--- src/rtl/ps2_rx_frame_if.sv ---
// Byte-stream bus from the PS/2 receiver to the move/command decoder:
// one byte plus a one-cycle strobe per frame, and a one-cycle error strobe.
interface ps2_rx_frame_if;
  localparam int unsigned DATA_W = 8;

  logic [DATA_W-1:0] data;
  logic              data_en;
  logic              frame_err;

  modport master (output data, data_en, frame_err);
  modport slave  (input  data, data_en, frame_err);
endinterface

--- src/rtl/ps2_rx_frame.sv ---
// PS/2 device-to-host frame receiver: synchronise, filter PS2_CLK, deserialise 11-bit frames.
// Optional odd-parity checking is enabled by defining PS2_RX_PARITY_CHECK_EN.
module ps2_rx_frame #(
  parameter int unsigned FILTER_LEN     = 8,
  parameter int unsigned TIMEOUT_CYCLES = 50000
) (
  input  logic           Clock,
  input  logic           Reset,
  input  logic           PS2_CLK,
  input  logic           PS2_DAT,
  ps2_rx_frame_if.master rx
);
  localparam int unsigned DATA_W = 8;
  localparam int unsigned FILT_W = 8;
  localparam int unsigned BIT_W  = 3;
  localparam int unsigned TMO_W  = $clog2(TIMEOUT_CYCLES + 1);

  typedef enum logic [1:0] {IDLE, DATA, PARITY, STOP} state_e;

  state_e              state_q, state_d;
  logic                clk_meta, clk_sync, dat_meta, dat_sync;
  logic [FILT_W-1:0]   filt_cnt;
  logic                clk_filt, clk_filt_d1;
  logic                fall;
  logic [BIT_W-1:0]    bit_cnt_q, bit_cnt_d;
  logic [DATA_W-1:0]   shift_q, shift_d;
  logic [TMO_W-1:0]    tmo_q, tmo_d;
  logic [DATA_W-1:0]   data_q, data_d;
  logic                data_en_q, data_en_d;
  logic                frame_err_q, frame_err_d;
  logic                par_ok;
`ifdef PS2_RX_PARITY_CHECK_EN
  logic                par_q, par_d;
`endif

  // Two-flop synchronisers; idle line level is high
  always_ff @(posedge Clock or posedge Reset) begin
    if (Reset) begin
      clk_meta <= 1'b1;
      clk_sync <= 1'b1;
      dat_meta <= 1'b1;
      dat_sync <= 1'b1;
    end else begin
      clk_meta <= PS2_CLK;
      clk_sync <= clk_meta;
      dat_meta <= PS2_DAT;
      dat_sync <= dat_meta;
    end
  end

  // Filtered clock follows only after FILTER_LEN consecutive differing samples
  always_ff @(posedge Clock or posedge Reset) begin
    if (Reset) begin
      filt_cnt    <= '0;
      clk_filt    <= 1'b1;
      clk_filt_d1 <= 1'b1;
    end else begin
      clk_filt_d1 <= clk_filt;
      if (clk_sync == clk_filt) begin
        filt_cnt <= '0;
      end else if (filt_cnt == FILT_W'(FILTER_LEN - 1)) begin
        clk_filt <= clk_sync;
        filt_cnt <= '0;
      end else begin
        filt_cnt <= filt_cnt + FILT_W'(1);
      end
    end
  end

  assign fall = clk_filt_d1 & ~clk_filt;

`ifdef PS2_RX_PARITY_CHECK_EN
  assign par_ok = ^{shift_q, par_q};
`else
  assign par_ok = 1'b1;
`endif

  always_ff @(posedge Clock or posedge Reset) begin
    if (Reset) begin
      state_q     <= IDLE;
      bit_cnt_q   <= '0;
      shift_q     <= '0;
      tmo_q       <= '0;
      data_q      <= '0;
      data_en_q   <= 1'b0;
      frame_err_q <= 1'b0;
`ifdef PS2_RX_PARITY_CHECK_EN
      par_q       <= 1'b0;
`endif
    end else begin
      state_q     <= state_d;
      bit_cnt_q   <= bit_cnt_d;
      shift_q     <= shift_d;
      tmo_q       <= tmo_d;
      data_q      <= data_d;
      data_en_q   <= data_en_d;
      frame_err_q <= frame_err_d;
`ifdef PS2_RX_PARITY_CHECK_EN
      par_q       <= par_d;
`endif
    end
  end

  // Frame sequencing, strobe generation and inter-edge timeout
  always_comb begin
    state_d     = state_q;
    bit_cnt_d   = bit_cnt_q;
    shift_d     = shift_q;
    tmo_d       = '0;
    data_d      = data_q;
    data_en_d   = 1'b0;
    frame_err_d = 1'b0;
`ifdef PS2_RX_PARITY_CHECK_EN
    par_d       = par_q;
`endif

    if (state_q != IDLE) begin
      tmo_d = tmo_q + TMO_W'(1);
    end

    case (state_q)
      IDLE: begin
        if (fall && !dat_sync) begin
          state_d   = DATA;
          bit_cnt_d = '0;
        end
      end
      DATA: begin
        if (fall) begin
          shift_d[bit_cnt_q] = dat_sync;
          bit_cnt_d          = bit_cnt_q + BIT_W'(1);
          if (bit_cnt_q == BIT_W'(DATA_W - 1)) begin
            state_d = PARITY;
          end
        end
      end
      PARITY: begin
        if (fall) begin
`ifdef PS2_RX_PARITY_CHECK_EN
          par_d = dat_sync;
`endif
          state_d = STOP;
        end
      end
      STOP: begin
        if (fall) begin
          state_d = IDLE;
          if (dat_sync && par_ok) begin
            data_d    = shift_q;
            data_en_d = 1'b1;
          end else begin
            frame_err_d = 1'b1;
          end
        end
      end
      default: state_d = IDLE;
    endcase

    if (fall) begin
      tmo_d = '0;
    end else if (state_q != IDLE && tmo_q == TMO_W'(TIMEOUT_CYCLES - 1)) begin
      state_d     = IDLE;
      bit_cnt_d   = '0;
      tmo_d       = '0;
      frame_err_d = 1'b1;
    end
  end

  assign rx.data      = data_q;
  assign rx.data_en   = data_en_q;
  assign rx.frame_err = frame_err_q;

endmodule

--- src/flat_wrapper.sv ---
// flat-port wrapper written by rule: the top's interface ports become plain ports
module ps2_rx_frame_flat 
#(
  parameter int unsigned FILTER_LEN     = 8,
  parameter int unsigned TIMEOUT_CYCLES = 50000
)
  (Clock, Reset, PS2_CLK, PS2_DAT, rx_data, rx_data_en, rx_frame_err);
  ps2_rx_frame_if rx_i ();
  input  logic Clock;
  input  logic Reset;
  input  logic PS2_CLK;
  input  logic PS2_DAT;
  output wire logic [$bits(rx_i.data)-1:0] rx_data;
  output wire logic [$bits(rx_i.data_en)-1:0] rx_data_en;
  output wire logic [$bits(rx_i.frame_err)-1:0] rx_frame_err;
  assign rx_data = rx_i.data;
  assign rx_data_en = rx_i.data_en;
  assign rx_frame_err = rx_i.frame_err;
  ps2_rx_frame #(.FILTER_LEN(FILTER_LEN), .TIMEOUT_CYCLES(TIMEOUT_CYCLES)) u_core (.Clock(Clock), .Reset(Reset), .PS2_CLK(PS2_CLK), .PS2_DAT(PS2_DAT), .rx(rx_i));
endmodule
--- config.mk ---
export PLATFORM = sky130hd
export DESIGN_NAME = ps2_rx_frame_flat
export DESIGN_NICKNAME = d
export VERILOG_FILES = /design/src/rtl/ps2_rx_frame_if.sv /design/src/rtl/ps2_rx_frame.sv /design/src/flat_wrapper.sv
export SDC_FILE = /design/constraint.sdc
export NUM_CORES = 1
export LEC_CHECK = 0
export BUFFER_PORTS_ARGS = -buffer_cell sky130_fd_sc_hd__buf_2
export CAP_MARGIN = 5
export CORE_MARGIN = 1.5
export CORE_UTILIZATION = 55
export DETAILED_ROUTE_END_ITERATION = 16
export GPL_ROUTABILITY_DRIVEN = 0
export PLACE_DENSITY_LB_ADDON = 0.1
export SETUP_SLACK_MARGIN = 0.4
export SKIP_LAST_GASP = 1
export SYNTH_ARGS = -nofsm -noshare
export SYNTH_HDL_FRONTEND = slang
export SYNTH_SLANG_ARGS = --single-unit
--- constraint.sdc ---
create_clock -name Clock -period 2.7 [get_ports Clock]
set_clock_uncertainty 0.15 [all_clocks]
set_input_delay 0.81 -clock Clock [delete_from_list [all_inputs] [get_ports Clock]]
set_output_delay 0.81 -clock Clock [all_outputs]
set_load 0.02 [all_outputs]
# Word level (Yosys, flattened, before mapping)
# Index checks and enable logic that the tools add are counted.
# op_classes
n_bitwise,3
n_reduce_logical,9
add_sub_neg,3
n_eq_ne,7
mux,29
order_cmp,2
# op_table
op,count
$mux 16,3
$add 16x1->16 const B,1
$eq 16x16->1 const B,1
$mux 8,2
$mux 2,7
$mux 3,4
$mux 1,9
$add 8x1->8 const B,1
$bwmux 8,1
$eq 8x3->1 const B,1
$pmux 2 s4,1
$pmux 3 s2,1
$eq 2x2->1 const B,2
$lt 3x4->1 const B,1
$reduce_and 2->1,2
$add 3x1->3 const B,1
$demux 1 s3,1
$eq 3x3->1 const B,1
$ge 3x1->1 const B,1
$logic_and 1x1->1,3
$reduce_and 3->1,1
$eq 2x1->1 const B,1
$logic_not 2->1,1
$not 1->1,2
4 further kinds,4
# totals
wordCells,67
regBits,53
input_bits,4

# Depth between registers and ports, before layout
# logic_depth
depth_word,7
mapped_depth,6
mapped_depth_nobuf,5

# Least setup slack after synthesis
# Ideal clock, no wire load.
# synth_timing
kind,register to register
start,reg u_core.tmo_q[12]
end,reg u_core.tmo_q[10]
t_arrival_ns,1.723
path_stages_with_launch,6
slack_ns,0.708
setup_ns,0.119
required_ns,2.431
path_cell_list,dfrtp_1 > or4_1 > or4_4 > nand2b_4 > buf_6 > nor2_1
# synth_between
elab_chain_len,4
# synth_rtl
item,line_no,rtl
start: declaration,ps2_rx_frame.sv:27,"logic [TMO_W-1:0] tmo_q, tmo_d;"
start signal: assignment,ps2_rx_frame.sv:94,tmo_q <= tmo_d;
$eq 16x16->1,ps2_rx_frame.sv:161,end else if (state_q != IDLE && tmo_q == TMO_W'(TIMEOUT_CYCLES - 1)) begin
$logic_and 1x1->1,ps2_rx_frame.sv:161,
$mux 16,ps2_rx_frame.sv:161,
$mux 16,ps2_rx_frame.sv:159,if (fall) begin
named net u_core.tmo_d[10],ps2_rx_frame.sv:27,
# The timed path passes the listed nets, and every way through them passes these cells.
# A chain may end at the register's enable or synchronous reset.

# Final worst setup path
# layout_timing
start,reg u_core.tmo_q[12]
end,reg u_core.state_q[0]
# layout_between
elab_chain_len,4
# layout_rtl
item,line_no,rtl
$eq 16x16->1,ps2_rx_frame.sv:161,
$logic_and 1x1->1,ps2_rx_frame.sv:161,
$mux 2,ps2_rx_frame.sv:161,
$mux 2,ps2_rx_frame.sv:159,
named net u_core.state_d[0],ps2_rx_frame.sv:20,"state_e state_q, state_d;"
end signal: assignment,ps2_rx_frame.sv:91,state_q <= state_d;
end: declaration,ps2_rx_frame.sv:20,
# The timed path passes the listed nets, and every way through them passes these cells.

==> metrics.txt <==
Final Util 0.629; final net count 227; type of origin of the critical path register; Synth warnings 0; Max-cap violations 0; Core Region 4030 um^2; # setup viols final 0; crit path from u_core.tmo_q[12]; Num CTS Buffers 5; io pins 14; Fmax 489 MHz; CP Max Fanout 5; placed cell area 2450 um^2; Residual DRC 0; Reg clk slew, reported paths 0.09 ns; Die Y 68.0 um; level count of the clock H-tree 2; number of routed nets with antenna violations 0; placed cells 262; Clock Latency Late Sink 0.31 ns; Setup Buffers After CTS 0; kind of critical path register to register; initial antenna violation count 0; drt first-iter violations 89; Arrival @ worst endpoint 2.09 ns; die width 68.0 um; syn avg cell area 11.5 um^2; Fill cells 332; synthesized instance count 202; post-synthesis sequential area ratio 0.574; PD cells 669 nW/um^2; Worst R2R Start u_core.tmo_q[12]; worst vdd ir 0.328 mV; Post-Syn Area 2320 um^2; TritonCTS clock tree built; Post-synth EDFFs 0; final critical-path share of the clock period 0.757; first-pass GRT wire length 6.74 mm; Pre-antenna DRT Iters 4; minimum clock period 2.05 ns; total chip power 1.70 mW; post-DR vias/cell 5.69; gr usage total 0.198; final cell count without fillers 270; Req. time, crit path 2.75 ns; dpl hpwl 2.76 mm; worst slew pin tran 0.565 ns; Storage cell area 1330 um^2; DIE AREA 4620 um^2; status finished, final reports clean; PnR worst setup slack 0.655 ns; Hold WC Path Type register to register; clock buffer depth 2; largest net degree at the start of global routing 28; Design Area, Final 2530 um^2; RSZ-0062 raised after global routing no; vias in the first global route 1559; hold_buf cts 0; fraction of layout cells with a size suffix above 1 0.232; FP Rows 23; Syn-to-layout area delta 9.10%; clock sinks 53; hold_ws 0.213 ns; Crit. End Element register; Top FF cell, synth dfrtp_1; Slew Viols, Final 0; Post-Place Worst Slack 0.651 ns; initial core utilization 0.577; Resized Gates After CTS 0; Mapped Nets 210; FFs w/ async S/R, synth 1.00; Routed WL 3.99 mm; Via Count 1537; Yosys reg bits 53; final hold violations 0; total gr overflow 0; multi-input combinational cell area 945 um^2; clock root buffer clkbuf_8; DR WL/cell 14.8 um; # port buffers 13; final setup TNS 0 ns; Static Leak 1.18 nW; ant diodes 0; slew margin rel. 0.623; Yosys cell types 35; Worst Hold Launch u_core.clk_meta
[report_power, final]
part | total (mW) | switching, mW | internal, mW
clock network | 0.435 | 0.255 | 0.179
logic | 0.297 | 0.177 | 0.120
registers | 0.966 | 0.0828 | 0.883
[cell usage in the layout, fill, tap and decap left out, types with 2 or more instances in the layout]
cell type / count
dfrtp_1: 47
nor2_1: 31
mux2_2: 17
buf_2: 13
xnor2_1: 12
nand2_1: 10
nand4_1: 9
nand3_1: 7
xor2_1: 7
dfstp_2: 6
nor3_1: 5
inv_1: 5
a21oi_1: 5
clkbuf_8: 5
nor3b_1: 4
ha_1: 4
nand2b_1: 3
or4_1: 3
and3_1: 3
o21ai_0: 3
a22oi_1: 2
clkinv_2: 2
[layout make-up]
type                    instances  share of cell area
inverters                       6             0.00888
well taps                      50              0.0247
repair buffers                 14              0.0336
clock inverters                 3             0.00691
clock buffers                   5              0.0271
multi-input cells             139               0.373
flip-flops and latches         53               0.526
[critical path: stages, from the launching register on]
cell and delay [ns]:
dfrtp_1 0.42, or4_1 0.53, or4_4 0.56, nor2_2 0.20
nor2_1 0.08
[metal layers]
metal	routed length (um)	GRT usage
met3	160	0.0625
met1	1790	0.236
met4	72	0.110
met2	1970	0.317
met5	0	0
[sequential cells by signal (all words and copies together), names as in the netlist]
signal	cells
u_core.clk_filt_d1	1
u_core.clk_meta	1
u_core.rx.data	8
u_core.rx.frame_err	1
u_core.clk_sync	1
u_core.dat_meta	1
u_core.dat_sync	1
u_core.clk_filt	1
u_core.tmo_q	16
u_core.filt_cnt	8
u_core.bit_cnt_q	3
u_core.rx.data_en	1
u_core.shift_q	8
u_core.state_q	2
[cells by family (layout without fill, tap and decap cells)]
kind of cell,after synthesis,count (layout),share of synthesized area
AND/OR/NAND/NOR,86,86,0.197
multiplexers,17,17,0.0824
flip-flops,53,53,0.574
XOR/XNOR,19,19,0.0716
adder cells (fa/ha/maj),4,4,0.0215
buffers and inverters,10,28,0.0194
AO/OA/AOI/OAI,13,13,0.0339
[path summary, 6_finish.rpt]
check | end | slack, ns | depth (start not counted)
worst max-delay path | u_core.state_q[0] | 0.65 | 4
worst min-delay path | u_core.clk_sync | 0.21 | 0
worst max register to register | u_core.state_q[0] | 0.65 | 4
worst min register to register | u_core.clk_sync | 0.21 | 0
max in group asynchronous | u_core.clk_filt | 1.39 | 3
min in group asynchronous | u_core.tmo_q[13] | 0.39 | 2
[synthesized netlist by cell type, drive strengths merged (5+ instances only)]
cell | number | area [um^2]
a21oi | 5 | 25.0
nand4 | 9 | 56.3
xor2 | 7 | 61.3
nand2 | 10 | 37.5
nor3 | 5 | 25.0
nand3 | 7 | 35.0
dfrtp | 47 | 1180
mux2 | 17 | 191
nor2 | 32 | 123
dfstp | 6 | 158
xnor2 | 12 | 105
inv | 6 | 22.5
(Power assumes the default switching activity.)
